===== config.mk =====
export PLATFORM = sky130hd
export DESIGN_NAME = serial_add_controller
export DESIGN_NICKNAME = d
export VERILOG_FILES = /design/src/rtl/serial_add_controller.sv
export SDC_FILE = /design/constraint.sdc
export NUM_CORES = 1
export LEC_CHECK = 0
export BUFFER_PORTS_ARGS = -buffer_cell sky130_fd_sc_hd__buf_4
export CAP_MARGIN = 20
export CORE_UTILIZATION = 35
export CTS_BUF_LIST = sky130_fd_sc_hd__clkbuf_2 sky130_fd_sc_hd__clkbuf_4 sky130_fd_sc_hd__clkbuf_8
export DETAILED_ROUTE_END_ITERATION = 10
export GPL_TIMING_DRIVEN = 0
export PLACE_DENSITY = 0.62
export SLEW_MARGIN = 0
export SYNTH_ARGS = -nofsm -noshare
export SYNTH_HDL_FRONTEND = slang
export SYNTH_SLANG_ARGS = --single-unit

===== constraint.sdc =====
create_clock -name clk -period 1.5 [get_ports clk]
set_clock_uncertainty 0.1 [all_clocks]
set_input_delay 0.15 -clock clk [delete_from_list [all_inputs] [get_ports clk]]
set_output_delay 0.15 -clock clk [all_outputs]
set_load 0.05 [all_outputs]

===== src/rtl/serial_add_controller.sv =====
// Bit-serial adder sequencer: one full-adder cell is reused across WIDTH bit
// positions, LSB first, and the registered result is held until the next completion.
module serial_add_controller #(
  parameter int WIDTH = 8
) (
  input  logic             clk,
  input  logic             rst,
  input  logic             start,
  input  logic [WIDTH-1:0] a,
  input  logic [WIDTH-1:0] b,
  input  logic             cin,
  output logic             busy,
  output logic             done,
  output logic [WIDTH-1:0] sum,
  output logic             cout
);

  localparam int CW = $clog2(WIDTH + 1);

  typedef enum logic [1:0] {
    IDLE = 2'd0,
    RUN  = 2'd1,
    DONE = 2'd2
  } state_t;

  state_t state_reg, state_next;

  logic [WIDTH-1:0] a_sr_reg, a_sr_next;
  logic [WIDTH-1:0] b_sr_reg, b_sr_next;
  logic [WIDTH-1:0] partial_reg, partial_next;
  logic [WIDTH-1:0] sum_reg, sum_next;
  logic [CW-1:0]    cnt_reg, cnt_next;
  logic             carry_reg, carry_next;
  logic             cout_reg, cout_next;

  logic             fa_s, fa_c;
  logic             accept;
  logic             last_bit;
  logic [WIDTH-1:0] a_shift, b_shift, partial_shift;

  // The single shared full-adder cell.
  assign fa_s     = a_sr_reg[0] ^ b_sr_reg[0] ^ carry_reg;
  assign fa_c     = (a_sr_reg[0] & b_sr_reg[0]) | (carry_reg & (a_sr_reg[0] ^ b_sr_reg[0]));
  assign accept   = start && ((state_reg == IDLE) || (state_reg == DONE));
  assign last_bit = (cnt_reg == CW'(WIDTH - 1));

  // Operands drain toward bit 0 with zero fill; fresh sum bits enter at the top.
  generate
    for (genvar gi = 0; gi < WIDTH; gi++) begin : g_shift
      if (gi == WIDTH - 1) begin : g_top
        assign a_shift[gi]       = 1'b0;
        assign b_shift[gi]       = 1'b0;
        assign partial_shift[gi] = fa_s;
      end else begin : g_mid
        assign a_shift[gi]       = a_sr_reg[gi+1];
        assign b_shift[gi]       = b_sr_reg[gi+1];
        assign partial_shift[gi] = partial_reg[gi+1];
      end
    end
  endgenerate

  // State register
  always_ff @(posedge clk) begin
    if (rst) begin
      state_reg <= IDLE;
    end else begin
      state_reg <= state_next;
    end
  end

  // Next-state logic
  always_comb begin
    state_next = state_reg;
    unique case (state_reg)
      IDLE:    state_next = accept ? RUN : IDLE;
      RUN:     state_next = last_bit ? DONE : RUN;
      DONE:    state_next = accept ? RUN : IDLE;
      default: state_next = IDLE;
    endcase
  end

  // Output logic
  always_comb begin
    busy = (state_reg == RUN);
    done = (state_reg == DONE);
  end

  // Datapath next values; start during RUN never reaches here because accept is gated.
  always_comb begin
    a_sr_next    = a_sr_reg;
    b_sr_next    = b_sr_reg;
    partial_next = partial_reg;
    carry_next   = carry_reg;
    cnt_next     = cnt_reg;
    sum_next     = sum_reg;
    cout_next    = cout_reg;
    if (accept) begin
      a_sr_next    = a;
      b_sr_next    = b;
      carry_next   = cin;
      cnt_next     = '0;
      partial_next = '0;
    end else if (state_reg == RUN) begin
      a_sr_next    = a_shift;
      b_sr_next    = b_shift;
      partial_next = partial_shift;
      carry_next   = fa_c;
      cnt_next     = cnt_reg + CW'(1);
      if (last_bit) begin
        sum_next  = partial_shift;
        cout_next = fa_c;
      end
    end
  end

  always_ff @(posedge clk) begin
    if (rst) begin
      a_sr_reg    <= '0;
      b_sr_reg    <= '0;
      partial_reg <= '0;
      carry_reg   <= 1'b0;
      cnt_reg     <= '0;
      sum_reg     <= '0;
      cout_reg    <= 1'b0;
    end else begin
      a_sr_reg    <= a_sr_next;
      b_sr_reg    <= b_sr_next;
      partial_reg <= partial_next;
      carry_reg   <= carry_next;
      cnt_reg     <= cnt_next;
      sum_reg     <= sum_next;
      cout_reg    <= cout_next;
    end
  end

  assign sum  = sum_reg;
  assign cout = cout_reg;

endmodule

==> summary.txt, run 1 <==
Synth
  • Yosys warnings: 0
  • Mux cell area share after synthesis: 6.452%
  • Compound-Gate Fraction of Synth Area: 12.42%
  • Adder-cell share of the synthesized area: 2.097%
  • FF+latch count, synth: 39
  • Syn_nets: 202
  • Synth unique cells: 27
  • XOR/XNOR Fraction of Synth Area: 1.129%
  • Largest family of logic cells by synthesized area: simple AND/OR/NAND/NOR gates
  • Synth Cell Area: 1551 um^2
  • Post-Syn Area per Cell: 8.619 um^2
  • Simple-gate share of the synthesized area: 22.58%
  • Gate Count Post-Synth: 180
  • Seq/Total Area, Yosys: 50.32%

Setup path
  • CP Launch Type: flip-flop
  • FF-to-FF setup slack: 80 ps
  • Critical path arrival: 1550 ps
  • WS Path Type: flip-flop to flip-flop
  • Crit Path Max Fanout: 9
  • Req. time, crit path: 1620 ps
  • Crit path capture type: flip-flop

Global route
  • Vias in the first global route: 1295
  • Gr busiest metal: met2
  • Global-route wire length before repair: 5816 um
  • Antenna violations before repair: 0
  • GRT overflow: 0
  • Global Route Usage Sum: 16.99%
  • Met3 Use GR: 4.441%
  • GRT met2 Usage: 26.84%
  • Largest net degree at the start of global routing: 12
  • Met1 Track Usage GR: 21.39%

Die
  • Core ar.: 4115 um^2
  • I/O Pins: 31
  • Starting Density: 37.70%
  • Rows: 23
  • Die Span X: 68.58 um
  • Die area: 4703 um^2
  • Die height: 68.58 um

Timing
  • Slew margin rel.: 69.18%
  • Count of final max-slew check failures: 0
  • Fin crit period: 1422 ps
  • Hold slack: 14.61 ps
  • Slew @ Worst Pin: 462.3 ps
  • Period utilisation layout: 94.80%
  • Hold violation total from the final report: 0
  • Setup_tns: 0 ps
  • Setup violations, final: 0
  • FMAX: 703.3 MHz

CTS
  • Root buf cell: clkbuf_8
  • H-tree levels: 2
  • TritonCTS Buffers: 5
  • Clock slew at reported path FFs: 70 ps
  • CTS tree: built
  • Worst-Skew Late Latency: 290 ps
  • Hold buffer count at CTS: 0
  • Max Root-Sink Buffers: 2
  • CTS sink cnt: 39

Route
  • Number of nets with antenna violations after routing: 0
  • Routed vias/inst: 4.981
  • Final wirelength: 3470 um
  • DR iter-0 viols: 65
  • Vias: 1340
  • Avg WL per Cell: 12.90 um
  • DRC: 0
  • Pre-antenna DRT Iters: 4

Finish
  • Cell area after layout: 1988 um^2
  • # diodes: 0
  • Final #Nets: 240
  • Layout cells sized above 1: 25.57%
  • Layout area overhead: 28.15%

Placed design
  • Detailed placer's ending HPWL: 2391 um
  • PortBufs: 29
  • Final GP Congestion: 0.7647
  • Placed inst area: 1832 um^2

Power and ir drop
  • Max VDD drop: 0.0004503 V
  • Leak: 0.7582 nW
  • PwrDens: 1097 nW/um^2

Outcome
  • Outcome: completed

Hold path
  • Tightest Hold Check Type: input port to flip-flop

Run
  • Max Cap Viol: 0
-- power by group --
group | switching [W] | internal (W) | total, W
Clock | 0.000361 | 0.000438 | 0.000799
Sequential | 0.0000303 | 0.00108 | 0.00111
Combinational | 0.000150 | 0.000119 | 0.000270
Total | 0.000542 | 0.00164 | 0.00218
-- metrics by stage --
stage	cells	setup WS, ps	total power (W)	utilization [%]
2_1_floorplan	180	180.9	0.001301	-
3_3_place_gp	259	43.94	0.001392	44.51
3_5_place_dp	259	26.68	0.001393	44.51
4_1_cts	268	1.839	0.002193	47.43
5_1_grt	269	-4.659	0.002273	48.31
6_report	269	78.06	0.002182	48.31
-- final timing paths --
path,start,to,cells after the start
hold / removal,a[7],a_sr_reg[7],3
hold reg to reg,sum[3],sum[3],2
setup reg to reg,cnt_reg[0],sum[7],5
setup / recovery,cnt_reg[0],sum[7],5
-- cells in the final DEF, fill, tap and decap left out, types with 2 or more instances in the layout --
cell type	count
a21oi_1	14
a22oi_1	3
a31oi_1	4
buf_2	7
buf_4	31
buf_6	2
clkbuf_1	2
clkbuf_8	7
dfxtp_1	38
mux2i_1	10
nand2_1	44
nand3_1	5
nand3b_1	2
nor2_1	3
nor3_1	17
o21ai_0	5
o22ai_1	8
-- cell type report --
cell class                      instances  area, um^2
Sequential cell                        39       782.0
Clock buffer                            8       103.9
Buffer                                 13       73.82
Fill cell                             417        2127
Multi-Input combinational cell        126       708.2
Timing Repair Buffer                   31       249.0
Tap cell                               50       62.56
Inverter                                2       8.758
-- synth_stat cells --
| cell | count | area share (%) |
|---|---|---|
| xnor2_1 | 1 | 0.56 |
| clkbuf_1 | 3 | 0.73 |
| xor2_1 | 1 | 0.56 |
| buf_6 | 1 | 0.73 |
| nand2_1 | 44 | 11 |
| o21ai_0 | 5 | 1.6 |
| and2b_1 | 1 | 0.48 |
| o22ai_1 | 8 | 3.2 |
| clkinv_1 | 1 | 0.24 |
| a31oi_1 | 4 | 1.6 |
| fa_1 | 1 | 1.3 |
| nor2_1 | 3 | 0.73 |
| inv_1 | 1 | 0.24 |
| mux2i_1 | 10 | 6.5 |
| buf_4 | 1 | 0.48 |
| ha_1 | 1 | 0.81 |
| nand3b_1 | 2 | 0.97 |
| nand3_1 | 5 | 1.6 |
| nor3_1 | 18 | 5.8 |
| buf_2 | 8 | 2.6 |
| a21oi_1 | 14 | 4.5 |
| a22oi_1 | 3 | 1.5 |
| dfxtp_1 | 39 | 50 |
| nor2_4 | 1 | 0.73 |
| or3_1 | 1 | 0.40 |
| nor2b_1 | 1 | 0.40 |
| nand2b_1 | 2 | 0.81 |
-- what timing repair did --
| item | in CTS | in global routing |
|---|---|---|
| setup endpoints to repair | 1 | 18 |
| cloned | 0 | 0 |
| gates resized for setup | 4 | 5 |
| setup buffers | 1 | 1 |
| pin swaps | 0 | 1 |
-- worst max-delay path, stage by stage (launching register included) --
cell and delay (ps):
dfxtp_1 380, ha_1 190, nand3b_1 170, nor2_4 170, buf_12 140, mux2i_1 190
-- layer usage --
metal,up-vias,wire (um)
li1,693,-
met1,597,1656
met2,41,1544
met3,9,184
met4,0,85
met5,-,0
-- kinds of logic after synthesis --
group	Yosys count
AO/OA/AOI/OAI	34
AND/OR/NAND/NOR	78
buffers and inverters	15
multiplexers	10
adder cells (fa/ha/maj)	2
flip-flops	39
XOR/XNOR	2
(Power assumes the default switching activity.)
==> run 2, diff against run 1 <==
CORE_UTILIZATION = 47   (was 35)
CTS_CLUSTER_SIZE = 30   (was unset)
PLACE_DENSITY = 0.77   (was 0.62)
==> run 2 against run 1 <==
- register-to-register slack better by 20 ps
- combinational power is 4% higher
- sequential share of layout area fell by 0.44 points
- flip-flop and latch count did not move
- non-clock buffer count rose by 5
- critical path depth shrank 1
- first-iteration DRC count down 40%
- wire length decreased by 3.3%
- final cell count is 0.37% lower
- clock power shrank 8.6%
- power fell by 2.6%
==> summary.txt, run 2 (same netlist as run 1, synthesis figures left out) <==
Outcome
  • Outcome: completed (unchanged)

Setup path
  • Req. time, crit path: 1250 ps (was 1620 ps)
  • Crit path capture type: output pin (was flip-flop)
  • Worst R2R Start: cnt_reg[1] (was cnt_reg[0])
  • CP Launch Type: flip-flop (unchanged)
  • Buf/Inv on CP: 3 (was 1)
  • FF-to-FF setup slack: 100 ps (was 80 ps)
  • Slowest Stage Delay on Critical Path: 410 ps (was 380 ps)
  • Worst Reg-to-Reg Cells: 5 (unchanged)
  • WS Path Type: flip-flop to output pin (was flip-flop to flip-flop)
  • Critical path arrival: 1180 ps (was 1550 ps)
  • Crit-path cells: nand2b_4 > clkinv_2 > buf_6 > buf_8 (was ha_1 > nand3b_1 > nor2_4 > buf_12 > mux2i_1)
  • Top cell family by delay on the critical path: flip-flops (unchanged)
  • Reg2reg end: sum[3] (was sum[7])
  • Slowest stage cell, crit path: dfxtp_2 (was dfxtp_1)
  • Crit Path Max Fanout: 10 (was 9)

Placed design
  • Detailed placer's ending HPWL: 2203 um (was 2391 um)
  • Final GP Congestion: 0.7379 (was 0.7647)
  • PortBufs: 29 (unchanged)
  • Placed inst area: 1824 um^2 (was 1832 um^2)

Power and ir drop
  • Comb pwr share: 13.2% (was 12.4%)
  • PwrDens: 1054 nW/um^2 (was 1097 nW/um^2)
  • NetSw: 0.0005185 W (was 0.0005418 W)
  • Sw frac: 24.40% (was 24.83%)
  • Sequential Power Share: 52.4% (was 51.0%)
  • Total power: 0.002125 W (was 0.002182 W)
  • Leak: 0.7710 nW (was 0.7582 nW)
  • Clock power share: 34.3% (was 36.6%)
  • Max VDD drop: 0.0008304 V (was 0.0004503 V)
  • P_int: 0.001607 W (was 0.001640 W)

Timing
  • Setup_tns: 0 ps (unchanged)
  • Hold violation total from the final report: 0 (unchanged)
  • Slew @ Worst Pin: 454.3 ps (was 462.3 ps)
  • FMAX: 698.9 MHz (was 703.3 MHz)
  • Slew margin rel.: 69.71% (was 69.18%)
  • Setup violations, final: 0 (unchanged)
  • RSZ-0062 raised after global routing: false
  • Count of final max-slew check failures: 0 (unchanged)
  • Hold slack: 16.26 ps (was 14.61 ps)
  • Period utilisation layout: 95.39% (was 94.80%)
  • Fin crit period: 1431 ps (was 1422 ps)

Die
  • Die Span X: 59.46 um (was 68.58 um)
  • Die area: 3535 um^2 (was 4703 um^2)
  • Core ar.: 3103 um^2 (was 4115 um^2)
  • Starting Density: 50.00% (was 37.70%)
  • Rows: 20 (was 23)
  • Die height: 59.46 um (was 68.58 um)
  • I/O Pins: 31 (unchanged)

Hold path
  • Hold depth: 3 (unchanged)
  • HP Start: b[5] (was a[7])
  • Tightest Hold Check Type: input port to flip-flop (unchanged)
  • Hold Path Sink: b_sr_reg[5] (was a_sr_reg[7])

Route
  • Pre-antenna DRT Iters: 4 (unchanged)
  • Number of nets with antenna violations after routing: 0 (unchanged)
  • Vias: 1381 (was 1340)
  • DRC: 0 (unchanged)
  • DR iter-0 viols: 39 (was 65)
  • Final wirelength: 3354 um (was 3470 um)
  • Routed vias/inst: 5.153 (was 4.981)
  • Avg WL per Cell: 12.51 um (was 12.90 um)

Global route
  • Global Route Usage Sum: 21.59% (was 16.99%)
  • GRT overflow: 0 (unchanged)
  • Vias in the first global route: 1230 (was 1295)
  • Global-route wire length before repair: 5568 um (was 5816 um)
  • Largest net degree at the start of global routing: 13 (was 12)
  • Antenna violations before repair: 0 (unchanged)

CTS
  • H-tree levels: 2 (unchanged)
  • Root buf cell: clkbuf_4 (was clkbuf_8)
  • Worst-Skew Late Latency: 340 ps (was 290 ps)
  • TritonCTS Buffers: 5 (unchanged)
  • CTS sink cnt: 39 (unchanged)
  • Clock slew at reported path FFs: 110 ps (was 70 ps)
  • CTS tree: built (unchanged)
  • Max Root-Sink Buffers: 2 (unchanged)

Finish
  • FF/Latch Area: 784.5 um^2 (was 782.0 um^2)
  • Commonest non-fill, non-tap cell in the layout: nand2_1 (unchanged)
  • Commonest cells after routing, fill and taps aside: nand2_1, dfxtp_1, buf_4 (unchanged)
  • Layout cells sized above 1: 25.00% (was 25.57%)
  • # diodes: 0 (unchanged)
  • Area occupied by multi-input gates: 703.2 um^2 (was 708.2 um^2)
  • Final #Nets: 245 (was 240)
  • Layout area overhead: 30.00% (was 28.15%)
  • Final Core Density: 65.00% (was 48.31%)
  • Cell area after layout: 2017 um^2 (was 1988 um^2)
  • Fill cell count: 293 (was 417)

Run
  • Max Cap Viol: 0 (unchanged)
-- run 2: tightest hold or removal path: stages --
cell and delay [ps]:
buf_4 110, o22ai_1 100, nor3_1 70
-- run 2: power by group through the flow --
stage	combinational (W)	clock, W	sequential, W
floorplan	0.000173	0	0.00113
global placement	0.000253	0	0.00113
detailed placement	0.000256	0	0.00113
CTS	0.000276	0.000749	0.00111
global route	0.000310	0.000793	0.00112
finish	0.000281	0.000730	0.00111
-- run 2: stage by stage --
step                worst slack (ps)  std cells
CTS                            25.22        268
global placement               44.35        253
floorplan                      180.9        180
global route                   3.789        268
finish                         69.14        268
detailed placement             15.76        253
-- run 2: cell type report --
cell class / count / area share [%]
sequential: 39 / 38.90
multi-input combinational: 126 / 34.86
timing repair buffer: 36 / 15.01
buffer: 13 / 3.784
tap: 44 / 2.730
clock buffer: 6 / 2.543
clock inverter: 2 / 1.737
inverter: 2 / 0.4342
-- run 2: worst max path at each step --
stage	slack, ps	cells after the start	endpoint	from
floorplan	180	5	state_reg[0]	state_reg[1]
global placement	40	4	sum[7]	cnt_reg[0]
detailed placement	20	5	b_sr_reg[5]	state_reg[1]
CTS	30	4	busy	state_reg[1]
global route	4	4	a_sr_reg[4]	state_reg[0]
finish	70	4	busy	state_reg[0]
-- run 2: per-layer routing --
| layer | up-vias | wire length (um) | global-route usage, % |
|---|---|---|---|
| li1 | 704 | - | - |
| met1 | 639 | 1571 | 26.58 |
| met2 | 31 | 1603 | 36.28 |
| met3 | 7 | 119 | 4.585 |
| met4 | 0 | 60 | 9.184 |
| met5 | - | 0 | 0 |
-- run 2: what timing repair did --
item,4_1_cts,5_1_grt
buffers inserted,2,0
resized for setup,6,4
setup endpoints to repair,4,3
pin swaps,1,0
hold buffers,5,0
endpoints found under the hold margin,5,0
==> run 3, diff against run 2 <==
--- a/config.mk
+++ b/config.mk
@@ -15,3 +15,3 @@
 export PLACE_DENSITY = 0.77
-export SLEW_MARGIN = 0
+export SLEW_MARGIN = 10
 export SYNTH_ARGS = -nofsm -noshare
--- a/constraint.sdc
+++ b/constraint.sdc
@@ -4,2 +4,2 @@
 set_output_delay 0.15 -clock clk [all_outputs]
-set_load 0.05 [all_outputs]
+set_load 0.1 [all_outputs]
==> run 3 against run 2 <==
- power grew 0.87%
- worst hold slack about the same
- critical path depth is 2 lower
- flip-flop and latch count did not move
- global-route usage stayed put
- highest routed layer unchanged
- non-clock buffer count grew 1
- critical endpoint is now done
- critical path type unchanged
- count of clock-buffer cells in the layout did not move
- register-to-register slack barely moved
- design area increased by 0.81%
- wire length rose by 0.51%
- via count increased by 2.0%
==> summary.txt, run 3 (same netlist as run 1, synthesis figures left out) <==
Timing
  • Hold violation total from the final report: 0 (unchanged)
  • FMAX: 694.8 MHz (was 698.9 MHz)
  • RSZ-0062 raised after global routing: false (unchanged)
  • Setup_tns: 0 ps (unchanged)
  • Slew @ Worst Pin: 447.9 ps (was 454.3 ps)
  • PnR worst setup slack: 60.69 ps (was 69.14 ps)
  • Setup violations, final: 0 (unchanged)
  • Count of final max-slew check failures: 0 (unchanged)
  • Period utilisation layout: 95.95% (was 95.39%)
  • Slew margin rel.: 70.14% (was 69.71%)
  • Fin crit period: 1439 ps (was 1431 ps)

Power and ir drop
  • PwrDens: 1054 nW/um^2 (about the same)
  • Comb pwr share: 13.9% (was 13.2%)
  • Sequential Power Share: 52.0% (was 52.4%)
  • Clock power share: 34.1% (was 34.3%)
  • Sw frac: 24.73% (was 24.40%)
  • Max VDD drop: 0.0008362 V (was 0.0008304 V)
  • NetSw: 0.0005301 W (was 0.0005185 W)
  • Leak: 0.7789 nW (was 0.7710 nW)
  • P_int: 0.001614 W (was 0.001607 W)

CTS
  • Worst-Skew Late Latency: 340 ps (about the same)
  • TritonCTS Buffers: 5 (unchanged)
  • Root buf cell: clkbuf_4 (unchanged)
  • Clock slew at reported path FFs: 110 ps (about the same)
  • H-tree levels: 2 (unchanged)
  • CTS sink cnt: 39 (unchanged)
  • Max Root-Sink Buffers: 2 (unchanged)
  • CTS tree: built (unchanged)

Setup path
  • Slowest Stage Delay on Critical Path: 370 ps (was 410 ps)
  • Req. time, crit path: 1250 ps (about the same)
  • Crit path capture type: output pin (unchanged)
  • Crit Path Max Fanout: 5 (was 10)
  • Crit-path cells: and2b_1 > buf_4 (was nand2b_4 > clkinv_2 > buf_6 > buf_8)
  • Worst Reg-to-Reg Cells: 5 (unchanged)
  • FF-to-FF setup slack: 100 ps (about the same)
  • Slowest stage cell, crit path: dfxtp_2 (unchanged)
  • Reg2reg end: sum[3] (unchanged)
  • Worst R2R Start: cnt_reg[1] (unchanged)
  • WS Path Type: flip-flop to output pin (unchanged)
  • CP Launch Type: flip-flop (unchanged)
  • Critical path arrival: 1190 ps (was 1180 ps)
  • Worst setup path end: done (was busy)
  • Critical path startpoint: state_reg[0] (unchanged)

Placed design
  • Detailed placer's ending HPWL: 2203 um (unchanged)
  • PortBufs: 29 (unchanged)
  • Post-Place Setup Slack: 6.200 ps (was 15.76 ps)
  • Placed cell count: 253 (unchanged)
  • Final GP Congestion: 0.7379 (unchanged)

Finish
  • Layout cells sized above 1: 25.33% (was 25.00%)
  • Final #Nets: 246 (was 245)
  • Commonest cells after routing, fill and taps aside: nand2_1, dfxtp_1, buf_4 (unchanged)
  • Commonest non-fill, non-tap cell in the layout: nand2_1 (unchanged)
  • Final std cells w/o fill: 269 (was 268)
  • Area occupied by multi-input gates: 703.2 um^2 (unchanged)
  • FF/Latch Area: 784.5 um^2 (unchanged)
  • Final Core Density: 65.52% (was 65.00%)
  • Fill cell count: 292 (was 293)
  • Layout area overhead: 31.05% (was 30.00%)
  • # diodes: 0 (unchanged)

Route
  • Routed vias/inst: 5.238 (was 5.153)
  • Vias: 1409 (was 1381)
  • DRC: 0 (unchanged)
  • DR iter-0 viols: 42 (was 39)
  • Pre-antenna DRT Iters: 4 (unchanged)
  • Final wirelength: 3371 um (was 3354 um)
  • Number of nets with antenna violations after routing: 0 (unchanged)
  • Avg WL per Cell: 12.53 um (was 12.51 um)

Die
  • Core ar.: 3103 um^2 (unchanged)
  • Die height: 59.46 um (unchanged)
  • I/O Pins: 31 (unchanged)
  • Die area: 3535 um^2 (unchanged)
  • Rows: 20 (unchanged)
  • Starting Density: 50.00% (unchanged)
  • Die Span X: 59.46 um (unchanged)

Global route
  • Vias in the first global route: 1230 (unchanged)
  • Largest net degree at the start of global routing: 13 (unchanged)
  • Met3 Use GR: 4.585% (unchanged)
  • GRT met2 Usage: 36.28% (unchanged)
  • Met1 Track Usage GR: 26.58% (unchanged)
  • GRT overflow: 0 (unchanged)
  • Global Route Usage Sum: 21.59% (unchanged)
  • Gr busiest metal: met2 (unchanged)
  • Antenna violations before repair: 0 (unchanged)
  • Global-route wire length before repair: 5568 um (unchanged)

Hold path
  • Tightest Hold Check Type: input port to flip-flop (unchanged)

Run
  • Max Cap Viol: 0 (unchanged)

Outcome
  • Outcome: completed (unchanged)
==> run 3: final cells by class <==
| class | count | area share (%) |
|---|---|---|
| clock buffers | 6 | 2.523 |
| well taps | 44 | 2.708 |
| clock inverters | 2 | 1.723 |
| plain buffers | 13 | 3.938 |
| multi-input cells | 126 | 34.58 |
| flip-flops and latches | 39 | 38.58 |
| inverters | 2 | 0.4308 |
| repair buffers | 37 | 15.51 |
==> run 3: worst min path at each step <==
stage / startpoint / endpoint / cells after the start
3_5_place_dp: a[7] / a_sr_reg[7] / 3
2_1_floorplan: a[7] / a_sr_reg[7] / 2
6_report: a[1] / a_sr_reg[1] / 3
4_1_cts: b[5] / b_sr_reg[5] / 3
3_3_place_gp: a[7] / a_sr_reg[7] / 3
5_1_grt: b[0] / b_sr_reg[0] / 3
==> run 3: metal layers <==
metal  vias to the layer above  share of wire, %
met3                         7               3.8
met1                       657                47
met2                        39                47
met5                         -                 0
li1                        706                 -
met4                         0               1.8
==> run 3: power by group through the flow <==
| stage | Combinational (W) | Sequential (W) | Clock [W] |
|---|---|---|---|
| after floorplan | 0.000182 | 0.00113 | 0 |
| after global placement | 0.000262 | 0.00113 | 0 |
| after detailed placement | 0.000264 | 0.00113 | 0 |
| after global routing | 0.000327 | 0.00112 | 0.000793 |
| final | 0.000298 | 0.00111 | 0.000731 |
| after CTS | 0.000290 | 0.00111 | 0.000749 |
==> run 3: metrics by stage <==
| step | power [W] | area (um^2) | hold slack, ps |
|---|---|---|---|
| global route | 0.002241 | 2033 | 10.12 |
| global placement | 0.001395 | 1824 | 299.6 |
| CTS | 0.002152 | 2014 | 6.012 |
| floorplan | 0.001309 | 1551 | 186.0 |
| finish | 0.002144 | 2033 | 16.02 |
| detailed placement | 0.001399 | 1824 | 307.6 |
==> run 3: worst max-delay path: cells and delay by family, from the launching register on <==
family / cells / cell delay (ps)
buf+inv: 1 / 280
simple gates: 1 / 190
flops: 1 / 370
==> run 3: repair_timing <==
action,4_1_cts,5_1_grt
hold buffers,5,0
gates resized for setup,8,4
cloned,0,0
endpoints found under the hold margin,5,0
pin swaps,1,0
setup buffers,2,1
setup endpoints to repair,4,3
